`src/rtl/pipeline_sequencer.sv`:
```
// pipeline_sequencer: warm-up/run/pause/halt sequencer producing per-stage advance enables
module pipeline_sequencer #(
    parameter int STAGES = 4,
    parameter int CNT_W  = 32
) (
    input  logic                       clk,
    input  logic                       rst,
    input  logic [STAGES-1:0]          stage_ready,
    input  logic                       flush,
    input  logic                       halt,
    output logic [STAGES-1:0]          stage_en,
    output logic [2:0]                 state_o,
    output logic [$clog2(STAGES)-1:0]  fill_o,
    output logic                       flush_ack,
    output logic [CNT_W-1:0]           stall_cycles
);
    localparam int FW = $clog2(STAGES);
    localparam logic [FW-1:0] LAST = FW'(STAGES - 2);
    localparam logic [STAGES-1:0] ONE = STAGES'(1);
    localparam logic [STAGES-1:0] TWO = STAGES'(2);

    typedef enum logic [2:0] {INIT = 3'd0, WARMUP = 3'd1, RUN = 3'd2, PAUSE = 3'd3, HALT = 3'd4} state_t;

    state_t state, state_n, saved, saved_n;
    logic [FW-1:0] fill, fill_n, saved_fill, saved_fill_n;
    logic ack_n;
    logic all_ready;

    assign all_ready = &stage_ready;
    assign state_o   = state;
    assign fill_o    = fill;

    // State, fill, saved pause context, flush acknowledge and stall counter
    always_ff @(posedge clk) begin
        if (rst) begin
            state        <= INIT;
            fill         <= '0;
            saved        <= INIT;
            saved_fill   <= '0;
            flush_ack    <= 1'b0;
            stall_cycles <= '0;
        end else begin
            state        <= state_n;
            fill         <= fill_n;
            saved        <= saved_n;
            saved_fill   <= saved_fill_n;
            flush_ack    <= ack_n;
            stall_cycles <= (state == PAUSE && ~&stall_cycles) ? stall_cycles + 1'b1 : stall_cycles;
        end
    end

    // Next state: halt beats flush beats pause beats normal progression
    always_comb begin
        state_n      = state;
        fill_n       = fill;
        saved_n      = saved;
        saved_fill_n = saved_fill;
        ack_n        = 1'b0;
        if (halt && state != HALT) begin
            state_n = HALT;
        end else if (flush && (state == WARMUP || state == RUN || state == PAUSE)) begin
            state_n      = WARMUP;
            fill_n       = '0;
            saved_n      = INIT;
            saved_fill_n = '0;
            ack_n        = 1'b1;
        end else if (!all_ready && (state == INIT || state == WARMUP || state == RUN)) begin
            state_n      = PAUSE;
            saved_n      = state;
            saved_fill_n = fill;
        end else begin
            case (state)
                INIT: begin
                    state_n = WARMUP;
                    fill_n  = '0;
                end
                WARMUP: begin
                    state_n = (fill == LAST) ? RUN : WARMUP;
                    fill_n  = (fill == LAST) ? fill : fill + 1'b1;
                end
                PAUSE: begin
                    state_n = all_ready ? saved : PAUSE;
                    fill_n  = all_ready ? saved_fill : fill;
                end
                default: ;
            endcase
        end
    end

    // Enables decoded from registered state: stages 0..fill in warm-up, all in run
    always_comb begin
        stage_en = (state == WARMUP) ? (TWO << fill) - ONE : (state == RUN) ? '1 : '0;
    end
endmodule

```
`config.mk`:
```
export PLATFORM = sky130hd
export DESIGN_NAME = pipeline_sequencer
export DESIGN_NICKNAME = d
export VERILOG_FILES = /design/src/rtl/pipeline_sequencer.sv
export SDC_FILE = /design/constraint.sdc
export NUM_CORES = 1
export LEC_CHECK = 0
export ABC_AREA = 0
export BUFFER_PORTS_ARGS = -buffer_cell sky130_fd_sc_hd__clkbuf_2
export CORE_MARGIN = 4
export CORE_UTILIZATION = 57
export DETAILED_ROUTE_END_ITERATION = 10
export GPL_TIMING_DRIVEN = 0
export PLACE_DENSITY = 0.8
export SYNTH_ARGS = -nofsm -noshare
export SYNTH_HDL_FRONTEND = slang
export SYNTH_SLANG_ARGS = --single-unit
```
`constraint.sdc`:
```
create_clock -name clk -period 4.3 [get_ports clk]
set_input_delay 0.86 -clock clk [delete_from_list [all_inputs] [get_ports clk]]
set_output_delay 0.86 -clock clk [all_outputs]
set_load 0.02 [all_outputs]
```
Word-level counts from Yosys, hierarchy flattened

Cells that the tools add are included.

Word-level logic and storage cells: 61
Output and inout port bits: 42
Bits of input ports: 8
Register bits after elaboration: 43

Shift-type cells: 1
Reductions and logical operators: 22
Muxes and demuxes: 18
Eq/ne operators: 8
Bitwise logic cells: 1
Add/sub/neg operators: 3

Operators with widths:

| cell                  | count |
|---|---|
| $add 32x1->32 const B | 1 |
| $reduce_and 32->1     | 1 |
| $mux 3                | 6 |
| $mux 2                | 7 |
| $pmux 3 s3            | 1 |
| $mux 4                | 2 |
| $reduce_bool 4->1     | 2 |
| $eq 3x2->1 const B    | 2 |
| $ne 3x3->1 const B    | 2 |
| $pmux 2 s3            | 1 |
| $reduce_bool 6->1     | 1 |
| $reduce_and 5->1      | 1 |
| $reduce_bool 5->1     | 1 |
| $logic_and 1x1->1     | 4 |
| $logic_or 1x1->1      | 4 |
| $reduce_and 4->1      | 1 |
| $shl 2x2->4 const A   | 1 |
| $sub 4x1->4 const B   | 1 |
| $eq 3x1->1 const B    | 1 |
| $logic_not 3->1       | 1 |
| $ne 3x2->1 const B    | 1 |
| $reduce_or 3->1       | 1 |
| $add 2x1->2 const B   | 1 |
| $eq 2x2->1 const B    | 1 |
| other kinds (7)       | 8 |

Logic depth before layout (Yosys ltp)

Gate-level depths: netlist of run 1.

Depth in word-level cells: 7
Mapped depth: 8
Mapped depth without buffers: 6

Worst setup path before layout of run 1

OpenSTA, ideal clock, no wires.

Kind: register to register
Start: register stall_cycles[0]
End: register stall_cycles[26]
Data arrival time: 2.152 ns
Library setup time: 0.116 ns
Setup slack: 2.032 ns
Data required time: 4.184 ns
Path buffers: 1
Period minus slack after synthesis: 2.268 ns
Cell stages (with the launch flop): 8
Cell sequence: dfxtp_1 -> ha_1 -> nand4_1 -> or3_1 -> clkbuf_1 -> nor4_2 -> a311oi_1 -> a41o_1

Longest elaborated chain between the ends: 3
Elaborated cells on any way between the ends: 4
Classes of those cells: 1 x add/sub; 3 x reduce/logical

Ends and longest elaborated chain:

| what                                                                  | line | text |
|---|---|---|
| start, declared                                                       | 15   | `output logic [CNT_W-1:0] stall_cycles` |
| start signal, assigned                                                | 48   | `stall_cycles <= (state == PAUSE && ~&stall_cycles) ? stall_cycles + 1'b1 : stall_cycles;` |
| parallel branches: the longest is 3 deep, another holds $add 32x1->32 | --   |  |

Parallel ways; which one is timed is not known.
A chain may end at the register's enable or synchronous reset.

Worst setup path after layout of run 1

Same ends and word-level chain as after synthesis.

==> flow_metrics.py, run 1 <==
metrics = {
    "status": {
        "outcome": "completed",
    },
    "power": {
        "intPower_mw": 0.5486,
        "switching_power_mw": 0.1827,
        "power.density_cell_area_nw_per_um2": 263.4,
        "p_leak_nw": 1.023,
        "seqPwrFrac_pct": 55.1,
        "power_frac_comb_pct": 7.0,
        "power_mw": 0.7314,
        "peakVddDrop_mv": 0.2157,
        "swShare_pct": 24.99,
        "clkPwrFrac_pct": 37.9,
    },
    "timing": {
        "finalCritPeriodShare_pct": 60.06,
        "slew_violations": 0,
        "max_clock_freq_mhz": 387.2,
        "final-setup-viol-count": 0,
        "finClkSkew_ns": 0.01108,
        "tightest_slew_ns": 0.5618,
        "grt_setup_unrepaired": "no",
        "period_needed_ns": 2.582,
        "hold_viol_final": 0,
        "setup_tns_ns": 0,
        "relSlewSlack_pct": 62.48,
        "fin_hold_ws_ns": 0.4560,
    },
    "grt": {
        "grt.total_usage_pct": 21.55,
        "first_global_vias": 2086,
        "grt_pass1_wl_mm": 9.287,
        "antenna_found_initial": 0,
        "grt_max_degree": 14,
        "grt_remaining_overflow": 0,
    },
    "clock_network": {
        "cts_tree": "built",
        "clkSinkCount": 43,
        "cts_buffers": 5,
        "cts_resized": 0,
        "hold_buffers": 0,
        "htree_levels": 2,
        "postCtsSetupRepairBufs": 0,
        "clockRootBuffer": "clkbuf_8",
        "max-clock-path-buffers": 2,
        "clock_latency_ns": 0.30,
        "path_clk_slew_ns": 0.08,
    },
    "floorplanning": {
        "die_w_um": 72.60,
        "top_level_ports": 50,
        "die_h_um": 72.60,
        "dieArea_um2": 5270,
        "coreArea_um2": 4029,
        "std_cell_rows": 23,
        "start_util_pct": 59.04,
    },
    "routing": {
        "drt_wl_total_mm": 5.560,
        "viasPerCell": 5.926,
        "drc": 0,
        "drt-pass1-iter-count": 4,
        "vias": 2335,
        "drtAntennaViolNets": 0,
        "post_drt_wl_per_cell_um": 14.11,
        "first_iter_violations": 210,
    },
    "worst_setup_path": {
        "cp.required_ns": 4.49,
        "end_kind": "register",
        "crit_arrival_ns": 2.77,
        "setup.worst_path.class": "reg2reg",
        "crit_fanout": 10,
        "startpoint_type": "register",
    },
    "cells_and_area": {
        "multiInputGateArea_um2": 1419,
        "nets": 356,
        "regArea_um2": 860.8,
        "area_growth_pct": 16.73,
        "finalInstanceArea_um2": 2776,
        "layout_common_cells": "clkbuf_2 (48), dfxtp_1 (43), nor2_1 (35), a21oi_1 (22), nand2_1 (21)",
        "diodes": 0,
        "fillCellCount": 349,
        "stdcell_count": 394,
        "drive_above_1_share_pct": 22.97,
        "final_common_cell": "clkbuf_2",
    },
    "yosys": {
        "syn-cell-area_um2": 2379,
        "syn_area_per_cell_um2": 8.259,
        "ys_ff_latch": 43,
        "seq_area_frac_synth_pct": 36.19,
        "ys_types": 49,
        "syn_nets": 301,
        "ys.warnings.count": 0,
        "synthCells": 288,
    },
    "place": {
        "port_buffers": 48,
        "dpl_cell_area_um2": 2681,
        "globalplace.congestion": 0.8588,
        "dp.cells": 386,
        "dp_hpwl_mm": 4.169,
    },
    "worst_hold_path": {
        "worst_hold_path_type": "reg2reg",
    },
    "flow_run": {
        "max-cap-violations": 0,
    },
}
[path summary, 6_finish.rpt]
| check | start | endpoint | slack (ns) | cells after the start |
|---|---|---|---|---|
| worst min register to register | saved_fill[0]$_SDFFE_PP0P_ | saved_fill[0]$_SDFFE_PP0P_ | 0.46 | 2 |
| worst max-delay path | stall_cycles[0]$_SDFFE_PP0P_ | stall_cycles[26]$_SDFFE_PP0P_ | 1.72 | 7 |
| worst max register to register | stall_cycles[0]$_SDFFE_PP0P_ | stall_cycles[26]$_SDFFE_PP0P_ | 1.72 | 7 |
| worst min-delay path | saved_fill[0]$_SDFFE_PP0P_ | saved_fill[0]$_SDFFE_PP0P_ | 0.46 | 2 |
[flip-flops by register name (all words and copies together) (netlist names)]
register and count:
fill_o 2, flush_ack 1, state_o 3, saved_fill 2
saved 3, stall_cycles 32
[cell usage after synthesis (all sizes together)]
| master | count | area share, % |
|---|---|---|
| o211ai | 1 | 0.32 |
| o41ai | 1 | 1.2 |
| inv | 8 | 1.3 |
| o31ai | 1 | 0.32 |
| nand4 | 11 | 3.2 |
| and3 | 2 | 0.53 |
| and4 | 4 | 1.5 |
| a2111o | 1 | 0.47 |
| a2111oi | 2 | 1.0 |
| a211o | 1 | 0.37 |
| or2 | 2 | 0.53 |
| mux2 | 6 | 2.8 |
| a41o | 1 | 0.42 |
| nor2b | 10 | 2.6 |
| a211oi | 4 | 1.3 |
| nand3 | 16 | 3.6 |
| nand2b | 7 | 1.8 |
| dfxtp | 43 | 36 |
| mux2i | 2 | 0.84 |
| clkbuf | 10 | 1.6 |
| a21boi | 1 | 0.32 |
| xnor2 | 11 | 4.1 |
| o311ai | 1 | 0.37 |
| buf | 5 | 1.3 |
| or3 | 11 | 2.9 |
| nand2 | 21 | 3.3 |
| a21oi | 22 | 4.6 |
| nor2 | 35 | 5.5 |
| a311oi | 3 | 1.1 |
| o221ai | 1 | 0.37 |
| nor3 | 4 | 1.1 |
| a31oi | 5 | 1.3 |
| a31o | 2 | 0.74 |
| or4 | 5 | 1.7 |
| ha | 5 | 2.6 |
| nand3b | 1 | 0.47 |
| o21ai | 11 | 2.3 |
| nor4 | 10 | 3.8 |
| nor3b | 1 | 0.32 |
[final cells by class]
type                            count  share of cell area, %
Buffer                             15                  2.479
Clock buffer                        7                  3.110
Clock inverter                      1                 0.3155
Inverter                            8                  1.082
Multi-Input combinational cell    222                  51.10
Sequential cell                    43                  31.01
Tap cell                           50                  2.253
Timing Repair Buffer               48                  8.653
[metrics by stage]
| step | util [%] | worst slack [ns] |
|---|---|---|
| after floorplan | - | 2.032 |
| after global placement | 66.55 | 1.831 |
| after detailed placement | 66.55 | 1.760 |
| after CTS | 68.91 | 1.735 |
| after global routing | 68.91 | 1.562 |
| final | 68.91 | 1.718 |
[power by group through the flow]
| stage | Clock [mW] | Sequential [mW] | Combinational [mW] |
|---|---|---|---|
| final | 0.277 | 0.403 | 0.0510 |
| after global routing | 0.295 | 0.404 | 0.0566 |
| after CTS | 0.278 | 0.403 | 0.0512 |
| after detailed placement | 0 | 0.412 | 0.0512 |
| after global placement | 0 | 0.412 | 0.0505 |
| after floorplan | 0 | 0.415 | 0.0320 |
[metal layers]
metal,part of all wire [%],track usage [%]
met2,47,34.77
met4,0.32,4.713
met3,4.9,3.581
met5,0,0
met1,47,30.24
[cell families after synthesis]
kind of cell	synth area share, %
AND/OR/NAND/NOR	32.82
AO/OA/AOI/OAI	16.47
flip-flops	36.19
buffers and inverters	4.156
XOR/XNOR	4.050
multiplexers	3.682
adder cells (fa/ha/maj)	2.630
[worst max-delay path: stages (launching register included)]
cell	delay (ns)
dfxtp_1	0.43
ha_1	0.24
nand4_1	0.35
or3_1	0.43
clkbuf_1	0.25
nor4_2	0.38
a311oi_1	0.18
a41o_1	0.22
Power figures use the tool's default switching activity.
==> run 2, diff against run 1 <==
- CORE_UTILIZATION: 57 -> 49
- PLACE_DENSITY: 0.8 -> 0.73
- clock period: 4.3 -> 2.24 ns (I/O delays scaled with it)
==> run 2 against run 1 <==
  * Non-clock buffer count rose by 4
  * Sequential share of layout area fell by 0.71 points
  * Power is 91% higher
==> flow_metrics.py, run 2 (synthesized netlist as in run 1, its figures left out) <==
metrics = {
    "timing": {
        "relSlewSlack_pct": 61.76,
        "setup_slack_ns": 0.1095,
        "final-setup-viol-count": 0,
        "period_needed_ns": 2.130,
        "fin_hold_ws_ns": 0.4315,
        "hold_viol_final": 0,
        "finalCritPeriodShare_pct": 95.11,
        "tightest_slew_ns": 0.5736,
        "slew_violations": 0,
        "finClkSkew_ns": 0.01349,
        "max_clock_freq_mhz": 469.4,
    },
    "clock_network": {
        "clock_latency_ns": 0.31,
        "cts_tree": "built",
        "cts_buffers": 5,
        "max-clock-path-buffers": 2,
        "clkSinkCount": 43,
        "path_clk_slew_ns": 0.10,
        "clockRootBuffer": "clkbuf_8",
        "htree_levels": 2,
        "hold_buffers": 0,
    },
    "place": {
        "dpl_cell_area_um2": 2705,
        "port_buffers": 48,
        "dp_slack_ns": -0.2117,
        "dp_hpwl_mm": 4.067,
        "globalplace.congestion": 0.8575,
    },
    "routing": {
        "drt_wl_total_mm": 5.846,
        "post_drt_wl_per_cell_um": 14.09,
        "viasPerCell": 5.557,
        "drc": 0,
        "drt-pass1-iter-count": 4,
        "first_iter_violations": 231,
        "vias": 2306,
        "drtAntennaViolNets": 0,
    },
    "cells_and_area": {
        "area_growth_pct": 21.73,
        "drive_above_1_share_pct": 28.45,
        "largest_reg_flops": 32,
        "multiInputGateArea_um2": 1464,
        "regArea_um2": 877.1,
        "fillCellCount": 417,
        "diodes": 0,
        "layout_common_cells": "clkbuf_2 (49), nor2_1 (35), dfxtp_1 (30), a21oi_1 (22), nand2_1 (21)",
        "final_common_cell": "clkbuf_2",
        "final_util_pct": 61.30,
        "nets": 360,
        "finalInstanceArea_um2": 2895,
        "regMostFlops": "stall_cycles",
    },
    "worst_setup_path": {
        "startpoint_type": "register",
        "ff2ff_path_depth": 6,
        "cp.required_ns": 2.42,
        "crit_arrival_ns": 2.31,
        "end_kind": "register",
        "crit_fanout": 10,
        "setup.worst_path.class": "reg2reg",
    },
    "flow_run": {
        "max-cap-violations": 0,
    },
    "floorplanning": {
        "die_h_um": 77.67,
        "std_cell_rows": 25,
        "die_w_um": 77.67,
        "top_level_ports": 50,
        "coreArea_um2": 4723,
        "dieArea_um2": 6033,
        "start_util_pct": 50.36,
    },
    "worst_hold_path": {
        "worst_hold_path_type": "in2reg",
        "min_path_cells": 2,
    },
    "grt": {
        "grt.total_usage_pct": 19.94,
        "grt_pass1_wl_mm": 9.977,
        "antenna_found_initial": 0,
        "grt_max_degree": 16,
        "first_global_vias": 2133,
        "grt_remaining_overflow": 0,
    },
    "power": {
        "p_leak_nw": 1.090,
        "peakVddDrop_mv": 0.2745,
        "power.density_cell_area_nw_per_um2": 482.9,
    },
    "status": {
        "outcome": "completed",
    },
}
-- run 2: cell count changes in the layout (fill, tap and decap cells not counted), moves of 2 or more --
| cell | before | now |
|---|---|---|
| dfxtp_1 | 43 | 30 |
| dfxtp_2 | 0 | 13 |
| buf_4 | 3 | 7 |
| clkbuf_1 | 11 | 8 |
| clkinvlp_4 | 0 | 2 |
| nor4_2 | 2 | 0 |
| nor4_4 | 1 | 3 |
-- run 2: through the flow --
stage / std cells / power [mW] / setup TNS [ns]
finish: 415 / 1.398 / 0
global route: 415 / 1.458 / -0.1479
CTS: 414 / 1.411 / 0
detailed placement: 403 / 0.8895 / -0.9223
global placement: 403 / 0.8885 / -0.4963
floorplan: 288 / 0.8574 / 0
-- run 2: report_power, final --
| part | total (mW) | switching [mW] | internal, mW |
|---|---|---|---|
| sequential | 0.774 | 0.00492 | 0.769 |
| combinational | 0.101 | 0.0686 | 0.0321 |
| clock | 0.524 | 0.301 | 0.223 |
| total | 1.40 | 0.374 | 1.02 |
-- run 2: path summary, 6_finish.rpt --
check,startpoint,end,slack [ns]
worst max-delay path,stall_cycles[18]$_SDFFE_PP0P_,stall_cycles[15]$_SDFFE_PP0P_,0.11
worst min-delay path,halt,flush_ack$_SDFF_PP0_,0.43
worst max register to register,stall_cycles[18]$_SDFFE_PP0P_,stall_cycles[15]$_SDFFE_PP0P_,0.11
worst min register to register,saved[0]$_SDFFE_PP0P_,saved[0]$_SDFFE_PP0P_,0.46
-- run 2: layout make-up --
| type | count | share of cell area, % |
|---|---|---|
| multi-input combinational | 222 | 50.56 |
| sequential | 43 | 30.29 |
| timing repair buffer | 53 | 9.594 |
| tap | 67 | 2.895 |
| buffer | 14 | 2.420 |
| clock buffer | 5 | 2.377 |
| inverter | 8 | 1.037 |
| clock inverter | 3 | 0.8211 |
-- run 2: metal layers --
layer  GRT usage, %  vias to the layer above  share of wire, %
met5              0                        -                 0
met4          5.338                        0               1.3
met3          4.292                        9               4.1
met2          32.11                       51                47
met1          26.86                     1072                48
li1               -                     1174                 -
-- run 2: worst max-delay path: stages, from the launching register on --
cell     delay (ns)
dfxtp_1        0.44
nand4_1        0.21
or4_4          0.57
o41ai_4        0.44
buf_6          0.19
or3_1          0.11
a21oi_1        0.05
-- run 2: repair_timing --
action                     in CTS  in global routing
resized for setup               2                 17
cloned                          0                  0
setup endpoints to repair      12                 20
buffers inserted                3                  2
pin swaps                       2                  4
==> run 3, diff against run 2 <==
==> constraint.sdc (replaced) <==
create_clock -name clk -period 2.24 [get_ports clk]
set_input_delay 0.336 -clock clk [delete_from_list [all_inputs] [get_ports clk]]
set_output_delay 0.336 -clock clk [all_outputs]
set_load 0.02 [all_outputs]
==> run 3 against run 2 <==
  * Clock skew did not move
  * Sequential power barely moved
  * Clock power barely moved
  * Power barely moved
  * Design area barely moved
  * Wire length did not move
  * Non-clock buffer count did not move
  * Sequential cell count did not move
  * Critical path type unchanged
  * Largest power group unchanged
==> flow_metrics.py, run 3 (synthesized netlist as in run 1, its figures left out) <==
metrics = {
    "clock_network": {
        "clockRootBuffer": "clkbuf_8",
        "htree_levels": 2,
        "cts_tree": "built",
        "hold_buffers": 0,
        "cts_buffers": 5,
        "max-clock-path-buffers": 2,
        "clkSinkCount": 43,
        "path_clk_slew_ns": 0.10,
        "clock_latency_ns": 0.31,
    },
    "place": {
        "dpl_cell_area_um2": 2705,
        "port_buffers": 48,
        "dp.cells": 403,
        "globalplace.congestion": 0.8575,
        "dp_hpwl_mm": 4.067,
    },
    "grt": {
        "grt_remaining_overflow": 0,
        "antenna_found_initial": 0,
        "first_global_vias": 2133,
        "grt.total_usage_pct": 19.94,
        "grt_max_degree": 16,
        "grt_pass1_wl_mm": 9.977,
    },
    "worst_setup_path": {
        "r2r_slack_ns": 0.11,
        "setup.worst_path.class": "reg2reg",
        "startpoint_type": "register",
        "end_kind": "register",
        "crit_arrival_ns": 2.31,
        "cp.required_ns": 2.42,
        "ff2ff_path_depth": 6,
        "crit_fanout": 10,
    },
    "cells_and_area": {
        "final_util_pct": 61.25,
        "largest_reg_flops": 32,
        "area_growth_pct": 21.62,
        "final_common_cell": "clkbuf_2",
        "regArea_um2": 874.6,
        "multiInputGateArea_um2": 1464,
        "regMostFlops": "stall_cycles",
        "layout_common_cells": "clkbuf_2 (49), nor2_1 (35), dfxtp_1 (32), a21oi_1 (22), nand2_1 (21)",
        "drive_above_1_share_pct": 27.87,
        "finalInstanceArea_um2": 2893,
        "fillCellCount": 417,
        "diodes": 0,
        "nets": 360,
        "stdcell_count": 415,
    },
    "worst_hold_path": {
        "worst_hold_path_type": "in2reg",
        "min_path_cells": 2,
    },
    "floorplanning": {
        "top_level_ports": 50,
        "die_h_um": 77.67,
        "std_cell_rows": 25,
        "dieArea_um2": 6033,
        "start_util_pct": 50.36,
        "coreArea_um2": 4723,
        "die_w_um": 77.67,
    },
    "timing": {
        "finalCritPeriodShare_pct": 95.11,
        "max_clock_freq_mhz": 469.4,
        "hold_viol_final": 0,
        "slew_violations": 0,
        "tightest_slew_ns": 0.5736,
        "relSlewSlack_pct": 61.76,
        "finClkSkew_ns": 0.01349,
        "final-setup-viol-count": 0,
        "period_needed_ns": 2.130,
    },
    "power": {
        "peakVddDrop_mv": 0.2745,
        "power_mw": 1.398,
        "power.density_cell_area_nw_per_um2": 483.3,
        "p_leak_nw": 1.089,
    },
    "routing": {
        "post_drt_wl_per_cell_um": 14.09,
        "viasPerCell": 5.557,
        "drc": 0,
        "first_iter_violations": 231,
        "drt_wl_total_mm": 5.846,
        "drt-pass1-iter-count": 4,
        "drtAntennaViolNets": 0,
        "vias": 2306,
    },
    "flow_run": {
        "max-cap-violations": 0,
    },
    "status": {
        "outcome": "completed",
    },
}
run 3: changes by cell type in the layout (fill, tap and decap cells not counted):
cell,delta
dfxtp_1,+2
dfxtp_2,-2
run 3: power by group:
| group | leakage (nW) | switching, mW | total [mW] | internal [mW] |
|---|---|---|---|---|
| sequential | 0.353 | 0.00492 | 0.774 | 0.769 |
| combinational | 0.695 | 0.0686 | 0.101 | 0.0321 |
| clock | 0.0408 | 0.301 | 0.524 | 0.223 |
| total | 1.09 | 0.374 | 1.40 | 1.02 |
run 3: final timing paths:
path,start,end
hold / removal,halt,flush_ack$_SDFF_PP0_
setup / recovery,stall_cycles[18]$_SDFFE_PP0P_,stall_cycles[15]$_SDFFE_PP0P_
hold reg to reg,saved[0]$_SDFFE_PP0P_,saved[0]$_SDFFE_PP0P_
setup reg to reg,stall_cycles[18]$_SDFFE_PP0P_,stall_cycles[15]$_SDFFE_PP0P_
run 3: critical path: stages (launching register included):
cell and delay (ns):
dfxtp_1 0.44, nand4_1 0.21, or4_4 0.57, o41ai_4 0.44
buf_6 0.19, or3_1 0.11, a21oi_1 0.05
run 3: area by class of cell:
class                      count  area share, %
clock buffer                   5          2.379
inverter                       8          1.038
sequential                    43          30.23
multi-input combinational    222          50.61
buffer                        14          2.422
clock inverter                 3         0.8218
timing repair buffer          53          9.602
tap                           67          2.898
run 3: through the flow:
| stage | setup WS [ns] | setup TNS (ns) | hold WS (ns) |
|---|---|---|---|
| global route | -0.03076 | -0.1479 | 0.3310 |
| detailed placement | -0.2117 | -0.9223 | 0.4505 |
| CTS | 0.006918 | 0 | 0.2929 |
| floorplan | 0.08526 | 0 | 0.4143 |
| global placement | -0.1600 | -0.4963 | 0.4446 |
| finish | 0.1095 | 0 | 0.3195 |
run 3: metal layers:
metal / track usage, % / part of all wire, % / up-vias / wire length [um]
met5: 0 / 0 / - / 0
met4: 5.338 / 1.3 / 0 / 76
met1: 26.86 / 48 / 1072 / 2778
met3: 4.292 / 4.1 / 9 / 239
met2: 32.11 / 47 / 51 / 2752
li1: - / - / 1174 / -
run 3: what timing repair did:
item / 4_1_cts / 5_1_grt
setup buffers: 3 / 2
endpoints found under the setup margin: 12 / 19
cloned: 0 / 0
pin swaps: 2 / 4
resized for setup: 2 / 15
